--- config.mk ---
export PLATFORM = sky130hd
export DESIGN_NAME = core_s2
export DESIGN_NICKNAME = d
export VERILOG_FILES = /design/src/rtl/core_pkg.sv /design/src/rtl/core_s2_decoder.sv /design/src/rtl/core_s2.sv
export SDC_FILE = /design/constraint.sdc
export NUM_CORES = 1
export LEC_CHECK = 0
export BUFFER_PORTS_ARGS = -buffer_cell sky130_fd_sc_hd__buf_2
export CORE_MARGIN = 3
export CORE_UTILIZATION = 59
export CTS_BUF_LIST = sky130_fd_sc_hd__clkbuf_8
export DETAILED_ROUTE_END_ITERATION = 7
export PLACE_DENSITY = 0.86
export SLEW_MARGIN = 10
export SYNTH_ARGS = -nofsm -noshare
export SYNTH_HDL_FRONTEND = slang
export SYNTH_HIERARCHICAL = 1
export SYNTH_SLANG_ARGS = --single-unit
--- constraint.sdc ---
create_clock -name clk -period 7.42 [get_ports clk]
set_clock_uncertainty 0.1 [all_clocks]
set_input_delay 1.113 -clock clk [delete_from_list [all_inputs] [get_ports clk]]
set_output_delay 1.113 -clock clk [all_outputs]
set_load 0.01 [all_outputs]
--- src/rtl/core_pkg.sv ---
// Shared types for the LETC core pipeline: stage interface structs, ALU ops, RV32I opcodes.
package core_pkg;

  typedef logic [31:0] word_t;

  typedef enum logic [3:0] {
    ALU_ADD, ALU_SUB, ALU_SLL, ALU_SLT, ALU_SLTU, ALU_XOR,
    ALU_SRL, ALU_SRA, ALU_OR, ALU_AND, ALU_LUI, ALU_LINK
  } alu_op_e;

  localparam logic [6:0] OPCODE_LUI          = 7'b0110111;
  localparam logic [6:0] OPCODE_AUIPC        = 7'b0010111;
  localparam logic [6:0] OPCODE_JAL          = 7'b1101111;
  localparam logic [6:0] OPCODE_JALR         = 7'b1100111;
  localparam logic [6:0] OPCODE_BRANCH       = 7'b1100011;
  localparam logic [6:0] OPCODE_LOAD         = 7'b0000011;
  localparam logic [6:0] OPCODE_STORE        = 7'b0100011;
  localparam logic [6:0] OPCODE_OP_IMM       = 7'b0010011;
  localparam logic [6:0] OPCODE_OP           = 7'b0110011;
  localparam logic [6:0] OPCODE_MISC_MEM     = 7'b0001111;
  localparam logic [6:0] OPCODE_SYSTEM       = 7'b1110011;
  localparam logic [6:0] OPCODE_CUSTOM0_EXIT = 7'b0001011;

  typedef struct packed {
    word_t pc;
    word_t instr;
    logic  valid;
  } s1_to_s2_s;

  typedef struct packed {
    logic  branch_en;
    word_t branch_target_addr;
  } s2_to_s1_s;

  typedef struct packed {
    logic       valid;
    word_t      pc;
    logic [4:0] rd_idx;
    word_t      rs1_val;
    word_t      rs2_val;
    word_t      imm;
    alu_op_e    alu_op;
    logic       is_load;
    logic       is_store;
    logic [2:0] funct3;
    logic       rd_we;
    logic       illegal;
  } s2_to_s3_s;

  localparam s2_to_s3_s S2_TO_S3_RESET = '{
    valid: 1'b0, pc: 32'hDEADBEEF, rd_idx: 5'd0, rs1_val: 32'hDEADBEEF,
    rs2_val: 32'hDEADBEEF, imm: 32'hDEADBEEF, alu_op: ALU_ADD, is_load: 1'b0,
    is_store: 1'b0, funct3: 3'd0, rd_we: 1'b0, illegal: 1'b0
  };

  // alt selects SUB/SRA (instr bit 30) where the encoding allows it
  function automatic alu_op_e arith_op(input logic [2:0] funct3, input logic alt);
    case (funct3)
      3'b000:  arith_op = alt ? ALU_SUB : ALU_ADD;
      3'b001:  arith_op = ALU_SLL;
      3'b010:  arith_op = ALU_SLT;
      3'b011:  arith_op = ALU_SLTU;
      3'b100:  arith_op = ALU_XOR;
      3'b101:  arith_op = alt ? ALU_SRA : ALU_SRL;
      3'b110:  arith_op = ALU_OR;
      default: arith_op = ALU_AND;
    endcase
  endfunction

endpackage

--- src/rtl/core_s2_decoder.sv ---
// Purely combinational RV32I + LETC.EXIT decoder: register indices, immediate, ALU op, class flags.
module core_s2_decoder
  import core_pkg::*;
(
  input  word_t      instr,
  output logic [4:0] rs1_idx,
  output logic [4:0] rs2_idx,
  output logic [4:0] rd_idx,
  output logic       uses_rs1,
  output logic       uses_rs2,
  output word_t      imm,
  output alu_op_e    alu_op,
  output logic       is_load,
  output logic       is_store,
  output logic       is_branch,
  output logic       is_jal,
  output logic       is_jalr,
  output logic       is_auipc,
  output logic       is_exit,
  output logic       rd_we,
  output logic       illegal
);

  logic [6:0] opcode, funct7;
  logic [2:0] funct3;
  word_t      imm_i, imm_s, imm_b, imm_u, imm_j;

  assign opcode  = instr[6:0];
  assign funct3  = instr[14:12];
  assign funct7  = instr[31:25];
  assign rs1_idx = instr[19:15];
  assign rs2_idx = instr[24:20];
  assign rd_idx  = instr[11:7];

  assign imm_i = {{20{instr[31]}}, instr[31:20]};
  assign imm_s = {{20{instr[31]}}, instr[31:25], instr[11:7]};
  assign imm_b = {{19{instr[31]}}, instr[31], instr[7], instr[30:25], instr[11:8], 1'b0};
  assign imm_u = {instr[31:12], 12'b0};
  assign imm_j = {{11{instr[31]}}, instr[31], instr[19:12], instr[20], instr[30:21], 1'b0};

  always_comb begin
    uses_rs1 = 1'b0; uses_rs2 = 1'b0; imm = '0; alu_op = ALU_ADD;
    is_load = 1'b0; is_store = 1'b0; is_branch = 1'b0; is_jal = 1'b0;
    is_jalr = 1'b0; is_auipc = 1'b0; is_exit = 1'b0; rd_we = 1'b0; illegal = 1'b0;
    case (opcode)
      OPCODE_LUI:   begin imm = imm_u; alu_op = ALU_LUI; rd_we = 1'b1; end
      OPCODE_AUIPC: begin imm = imm_u; alu_op = ALU_LUI; rd_we = 1'b1; is_auipc = 1'b1; end
      OPCODE_JAL:   begin imm = imm_j; alu_op = ALU_LINK; rd_we = 1'b1; is_jal = 1'b1; end
      OPCODE_JALR: begin
        imm = imm_i; alu_op = ALU_LINK; rd_we = 1'b1; uses_rs1 = 1'b1; is_jalr = 1'b1;
        illegal = (funct3 != 3'b000);
      end
      OPCODE_BRANCH: begin
        imm = imm_b; uses_rs1 = 1'b1; uses_rs2 = 1'b1; is_branch = 1'b1;
        illegal = (funct3 == 3'b010) || (funct3 == 3'b011);
      end
      OPCODE_LOAD: begin
        imm = imm_i; uses_rs1 = 1'b1; rd_we = 1'b1; is_load = 1'b1;
        illegal = (funct3 == 3'b011) || (funct3 == 3'b110) || (funct3 == 3'b111);
      end
      OPCODE_STORE: begin
        imm = imm_s; uses_rs1 = 1'b1; uses_rs2 = 1'b1; is_store = 1'b1;
        illegal = (funct3 > 3'b010);
      end
      OPCODE_OP_IMM: begin
        imm = imm_i; uses_rs1 = 1'b1; rd_we = 1'b1;
        alu_op = arith_op(funct3, (funct3 == 3'b101) && instr[30]);
        illegal = ((funct3 == 3'b001) && (funct7 != 7'b0))
               || ((funct3 == 3'b101) && (funct7 != 7'b0) && (funct7 != 7'b0100000));
      end
      OPCODE_OP: begin
        uses_rs1 = 1'b1; uses_rs2 = 1'b1; rd_we = 1'b1;
        alu_op = arith_op(funct3, instr[30]);
        illegal = !((funct7 == 7'b0)
                 || ((funct7 == 7'b0100000) && ((funct3 == 3'b000) || (funct3 == 3'b101))));
      end
      OPCODE_MISC_MEM: ;
      OPCODE_SYSTEM: illegal = !((instr == 32'h0000_0073) || (instr == 32'h0010_0073));
      OPCODE_CUSTOM0_EXIT: begin
        is_exit = (instr[31:7] == 25'b0);
        illegal = !is_exit;
      end
      default: illegal = 1'b1;
    endcase
    // an illegal word must not write back or trigger loads, stores or redirects
    if (illegal) begin
      rd_we = 1'b0; is_load = 1'b0; is_store = 1'b0; is_branch = 1'b0;
      is_jal = 1'b0; is_jalr = 1'b0; is_auipc = 1'b0;
    end
  end

endmodule

--- src/rtl/core_s2.sv ---
// LETC decode stage: hazard/backpressure, branch resolution and redirect, halt flop, registered packet to s3.
module core_s2
  import core_pkg::*;
(
  input  logic       clk,
  input  logic       rst_n,
  input  s1_to_s2_s  s1_to_s2,
  output s2_to_s1_s  s2_to_s1,
  output logic       s2_busy,
  output logic       halt_req,
  input  logic       in_m_mode,
  input  logic       trap_occurred,
  output logic [4:0] rf_rs1_idx,
  output logic [4:0] rf_rs2_idx,
  input  word_t      rf_rs1_val,
  input  word_t      rf_rs2_val,
  input  logic       s3_load_pending,
  input  logic [4:0] s3_load_rd_idx,
  input  logic       s3_ready,
  output s2_to_s3_s  s2_to_s3
);

  logic [4:0] rd_idx;
  logic       uses_rs1, uses_rs2, is_load, is_store, is_branch, is_jal, is_jalr;
  logic       is_auipc, is_exit, rd_we, dec_illegal;
  word_t      imm;
  alu_op_e    alu_op;
  logic [2:0] funct3;

  core_s2_decoder u_decoder (
    .instr    (s1_to_s2.instr),
    .rs1_idx  (rf_rs1_idx),
    .rs2_idx  (rf_rs2_idx),
    .rd_idx   (rd_idx),
    .uses_rs1 (uses_rs1),
    .uses_rs2 (uses_rs2),
    .imm      (imm),
    .alu_op   (alu_op),
    .is_load  (is_load),
    .is_store (is_store),
    .is_branch(is_branch),
    .is_jal   (is_jal),
    .is_jalr  (is_jalr),
    .is_auipc (is_auipc),
    .is_exit  (is_exit),
    .rd_we    (rd_we),
    .illegal  (dec_illegal)
  );

  assign funct3 = s1_to_s2.instr[14:12];

  logic load_use, accept, cond;

  assign load_use = s1_to_s2.valid && s3_load_pending && (s3_load_rd_idx != 5'd0)
                 && ((uses_rs1 && (rf_rs1_idx == s3_load_rd_idx))
                  || (uses_rs2 && (rf_rs2_idx == s3_load_rd_idx)));
  assign s2_busy  = s1_to_s2.valid && (load_use || (s2_to_s3.valid && !s3_ready));
  assign accept   = s1_to_s2.valid && !s2_busy && !trap_occurred;

  always_comb begin
    case (funct3)
      3'b000:  cond = (rf_rs1_val == rf_rs2_val);
      3'b001:  cond = (rf_rs1_val != rf_rs2_val);
      3'b100:  cond = ($signed(rf_rs1_val) <  $signed(rf_rs2_val));
      3'b101:  cond = ($signed(rf_rs1_val) >= $signed(rf_rs2_val));
      3'b110:  cond = (rf_rs1_val <  rf_rs2_val);
      3'b111:  cond = (rf_rs1_val >= rf_rs2_val);
      default: cond = 1'b0;
    endcase
  end

  assign s2_to_s1.branch_en          = accept && ((is_branch && cond) || is_jal || is_jalr);
  assign s2_to_s1.branch_target_addr = is_jalr ? ((rf_rs1_val + imm) & ~32'd1)
                                               : (s1_to_s2.pc + imm);

  // link value and AUIPC result are fully known here, so s3 just passes imm through
  s2_to_s3_s pkt_d;
  always_comb begin
    pkt_d         = S2_TO_S3_RESET;
    pkt_d.valid   = 1'b1;
    pkt_d.pc      = s1_to_s2.pc;
    pkt_d.rd_idx  = rd_idx;
    pkt_d.rs1_val = rf_rs1_val;
    pkt_d.rs2_val = rf_rs2_val;
    pkt_d.imm     = (is_jal || is_jalr) ? (s1_to_s2.pc + 32'd4)
                  : is_auipc            ? (s1_to_s2.pc + imm) : imm;
    pkt_d.alu_op  = alu_op;
    pkt_d.is_load = is_load;
    pkt_d.is_store= is_store;
    pkt_d.funct3  = funct3;
    pkt_d.rd_we   = rd_we;
    pkt_d.illegal = dec_illegal || (is_exit && !in_m_mode);
  end

  always_ff @(posedge clk or negedge rst_n) begin
    if (!rst_n) begin
      s2_to_s3 <= S2_TO_S3_RESET;
      halt_req <= 1'b0;
    end else begin
      if (trap_occurred)  s2_to_s3.valid <= 1'b0;
      else if (accept)    s2_to_s3       <= pkt_d;
      else if (s3_ready)  s2_to_s3.valid <= 1'b0;
      if (accept && is_exit && in_m_mode) halt_req <= 1'b1;
    end
  end

endmodule

==> qor_table.md <==
| Parameter | Reported | Unit |
| --- | --- | --- |
| Outcome | finished, final reports clean | - |
| GRT Util Overall | 36.34 | % |
| Total area of multi-input combinational cells | 7602 | um2 |
| Combinational Power Share | 27.4 | % |
| Critical path launch point type | primary input | - |
| Crit path DAT | 5310 | ps |
| Final nets | 2027 | - |
| Utilization after layout | 71.77 | % |
| Syn_area_per_cell | 7.910 | um2 |
| Clock Sinks | 146 | - |
| Setup tns final | 0 | ps |
| Leak pwr | 7.405 | nW |
| Net count of the mapped netlist | 1747 | - |
| Capture instance of the worst register-to-register path | s2_to_s3[23]$_DFFE_PN1P_ | - |
| Initial DRT Pass Iterations | 5 | - |
| Total grt overflow | 0 | - |
| First-pass GRT wire length | 63490 | um |
| Via count of the first global-routing pass | 11850 | - |
| Synth Flop Type | sky130_fd_sc_hd__dfstp_2 | - |
| Vert. Die Dim | 148.3 | um |
| Number of max-slew violations in the final report | 0 | - |
| Worst setup path class | in2out | - |
| Register-to-register path setup slack | 4790 | ps |
| Total wire length | 41160 | um |
| Most frequent standard cell in the layout excluding fill and tap cells | sky130_fd_sc_hd__nand2_1 | - |
| Data required time of the worst path | 6210 | ps |
| Post-detail-place hpwl | 31730 | um |
| Effective utilization at floorplan | 60.81 | % |
| Synthesis-to-layout area growth | 18.02 | % |
| Clk pin slew, worst setup/hold paths | 90 | ps |
| Most frequent cells in the layout | 369 x sky130_fd_sc_hd__nand2_1, 328 x sky130_fd_sc_hd__buf_2, 119 x sky130_fd_sc_hd__o21ai_0 | - |
| Clock latency on the worst-skew pair | 480 | ps |
| Number of nets with antenna violations after detailed routing | 0 | - |
| Maximum root-to-sink buffer count | 2 | - |
| Proportion of register bits with asynchronous set or reset after synthesis | 100.0 | % |
| TritonCTS clock tree | yes | - |
| Die Area | 22000 | um2 |
| H-tree levels | 4 | - |
| Sw power | 0.8065 | mW |
| Worst Hold Class | reg2reg | - |
| Count of filler cells inserted in the layout | 1654 | - |
| First DRT Iteration DRCs | 958 | - |
| Placer congestion estimate | 0.9653 | - |
| Proportion of power drawn by the clock network | 31.1 | % |
| RR Startpoint | s2_to_s3[144]$_DFFE_PN0P_ | - |
| Maximum number of pins on one net before global-route repair | 77 | - |
| Achievable clock frequency | 153.2 | MHz |
| Antenna diode count | 0 | - |
| Hold Violations, Final | 0 | - |
| Number of antenna violations at the first check in global routing | 0 | - |
| Number of violations of the max-capacitance limit | 0 | - |
| Total power | 2.401 | mW |
| Final standard cell area without fillers | 14100 | um2 |
| Io pins | 330 | - |
| # DRC | 0 | - |
| Worst setup path endpoint | s2_to_s1[26] | - |
| Launch point of the critical path | s1_to_s2[5] | - |
| Total of hold buffers inserted after clock tree synthesis | 0 | - |
| Mean number of vias per cell | 6.057 | - |
| Post_cts resized | 0 | - |
| Gate Count Post-Synth | 1511 | - |
| Routed wire length per instance | 19.90 | um |
| Power density relative to cell area | 170.3 | nW/um2 |
| Kind of end point of the critical path | primary output | - |
| Period utilization | 87.96 | % |
| Register area | 3774 | um2 |
| Setup fix buffers added after clock tree synthesis | 0 | - |
| Sequential cell fraction of total power | 41.5 | % |
| Internal power component | 1.595 | mW |
| Total vias in the final route | 12530 | - |
| Number of warnings reported in the yosys synthesis log | 6 | - |
| RSZ-0062 raised after global routing | no | - |
| Final-report setup violation count | 0 | - |
| Netlist Area Pre-Place | 11950 | um2 |
| Sequential area share after synthesis | 31.57 | % |
| Inserted Clock Buffers | 17 | - |
| Slew HR | 40.59 | % |
| Die X-Extent | 148.3 | um |
| Share of layout cells above drive strength 1 | 27.66 | % |
| Area of the core | 19650 | um2 |
| Worst VDD drop | 116.6 | uV |
| Seq cells post-synth | 146 | - |
| Rows | 51 | - |
| Number of cell instances on the worst register-to-register path | 6 | - |
| Switching power as a share of total power | 33.58 | % |
| CTS Root Buffer Type | sky130_fd_sc_hd__clkbuf_8 | - |
| Shortest period the worst path allows | 6526 | ps |
| Highest fanout seen on the critical path | 14 | - |
| Number of flops mapped to enable cells by yosys | 0 | - |
| Placed inst area | 13650 | um2 |
| Post-route worst hold slack | 361.4 | ps |
| Slew at the pin closest to its max-slew limit | 891.1 | ps |
| Number of buffers added on ports | 329 | - |
| Yosys cell types | 84 | - |
## final cells by class
cell class              count  share of cell area (%)
clock buffers              17                   1.659
clock inverters            15                   1.544
inverters                  58                   1.544
multi-input cells        1229                   53.90
flip-flops and latches    146                   26.75
well taps                 265                   2.351
repair buffers            339                   12.25
## worst min path at each step
stage	start	cells after the start	endpoint	slack, ps
CTS	s2_to_s3[91]$_DFFE_PN1P_	2	s2_to_s3[91]$_DFFE_PN1P_	360
finish	s2_to_s3[94]$_DFFE_PN1P_	2	s2_to_s3[94]$_DFFE_PN1P_	360
detailed placement	s2_to_s3[91]$_DFFE_PN1P_	2	s2_to_s3[91]$_DFFE_PN1P_	350
floorplan	s2_to_s3[100]$_DFFE_PN1P_	2	s2_to_s3[100]$_DFFE_PN1P_	360
global route	s2_to_s3[112]$_DFFE_PN1P_	2	s2_to_s3[112]$_DFFE_PN1P_	370
global placement	s2_to_s3[137]$_DFFE_PN1P_	2	s2_to_s3[137]$_DFFE_PN1P_	340
## layer usage
layer | up-vias | part of all wire, % | GRT usage, %
met1 | 5926 | 40 | 46.70
met2 | 641 | 48 | 61.11
li1 | 5844 | - | -
met3 | 121 | 7.8 | 5.515
met4 | 0 | 4.3 | 15.94
met5 | - | 0 | 0
## stage by stage
stage               setup slack (ps)  std cells
floorplan                       1697       1511
global placement                1025       2037
CTS                            984.5       2069
finish                         893.7       2069
global route                   562.8       2069
detailed placement              1004       2037
## critical path, cell delays in order
cell,delay [ps]
sky130_fd_sc_hd__buf_2,230
sky130_fd_sc_hd__and3b_1,250
sky130_fd_sc_hd__and4_1,220
sky130_fd_sc_hd__and2_1,200
sky130_fd_sc_hd__or2_1,380
sky130_fd_sc_hd__a21o_1,260
sky130_fd_sc_hd__ha_1,370
sky130_fd_sc_hd__a21oi_1,240
sky130_fd_sc_hd__o211ai_1,150
sky130_fd_sc_hd__a31o_2,250
sky130_fd_sc_hd__a21oi_1,190
sky130_fd_sc_hd__nor2b_1,110
sky130_fd_sc_hd__o41ai_1,520
sky130_fd_sc_hd__a31oi_1,190
sky130_fd_sc_hd__xnor2_1,230
sky130_fd_sc_hd__nor2_1,60
sky130_fd_sc_hd__a21oi_1,180
sky130_fd_sc_hd__buf_2,160
## logic make-up after synthesis
| group | after synthesis | share of synthesized area, % |
|---|---|---|
| AND/OR/NAND/NOR | 621 | 23.37 |
| AO/OA/AOI/OAI | 400 | 21.41 |
| XOR/XNOR | 90 | 6.595 |
| adder cells (fa/ha/maj) | 96 | 10.18 |
| flip-flops | 146 | 31.57 |
| multiplexers | 22 | 1.947 |
| buffers and inverters | 136 | 4.931 |
## power groups by stage
stage / sequential, mW / clock [mW] / combinational [mW]
floorplan: 1.06 / 0 / 0.306
global placement: 1.01 / 0 / 0.638
detailed placement: 1.01 / 0 / 0.653
CTS: 0.997 / 0.748 / 0.655
global route: 1.01 / 0.783 / 0.719
finish: 0.997 / 0.747 / 0.657
## state kept, by name, indices dropped and copies added, names as in the netlist
register  cells
s2_to_s3    145
halt_req      1
## synth_stat cells (all sizes together) (15+ instances only)
master	instances	area share (%)
o21ai	124	5.2
buf	29	1.6
xnor2	43	3.2
nand3	33	1.4
a21oi	94	4.0
mux2i	15	1.3
inv	58	1.8
clkbuf	49	1.5
nand2	370	12
nand4	16	0.89
nor2b	17	0.89
a211oi	17	1.2
nand2b	19	0.99
dfstp	96	21
nor2	77	2.4
ha	94	9.8
xor2	47	3.4
and3	17	0.89
dfrtp	50	10
a21o	60	3.8
Note: power is estimated with default switching activity, not from simulation.
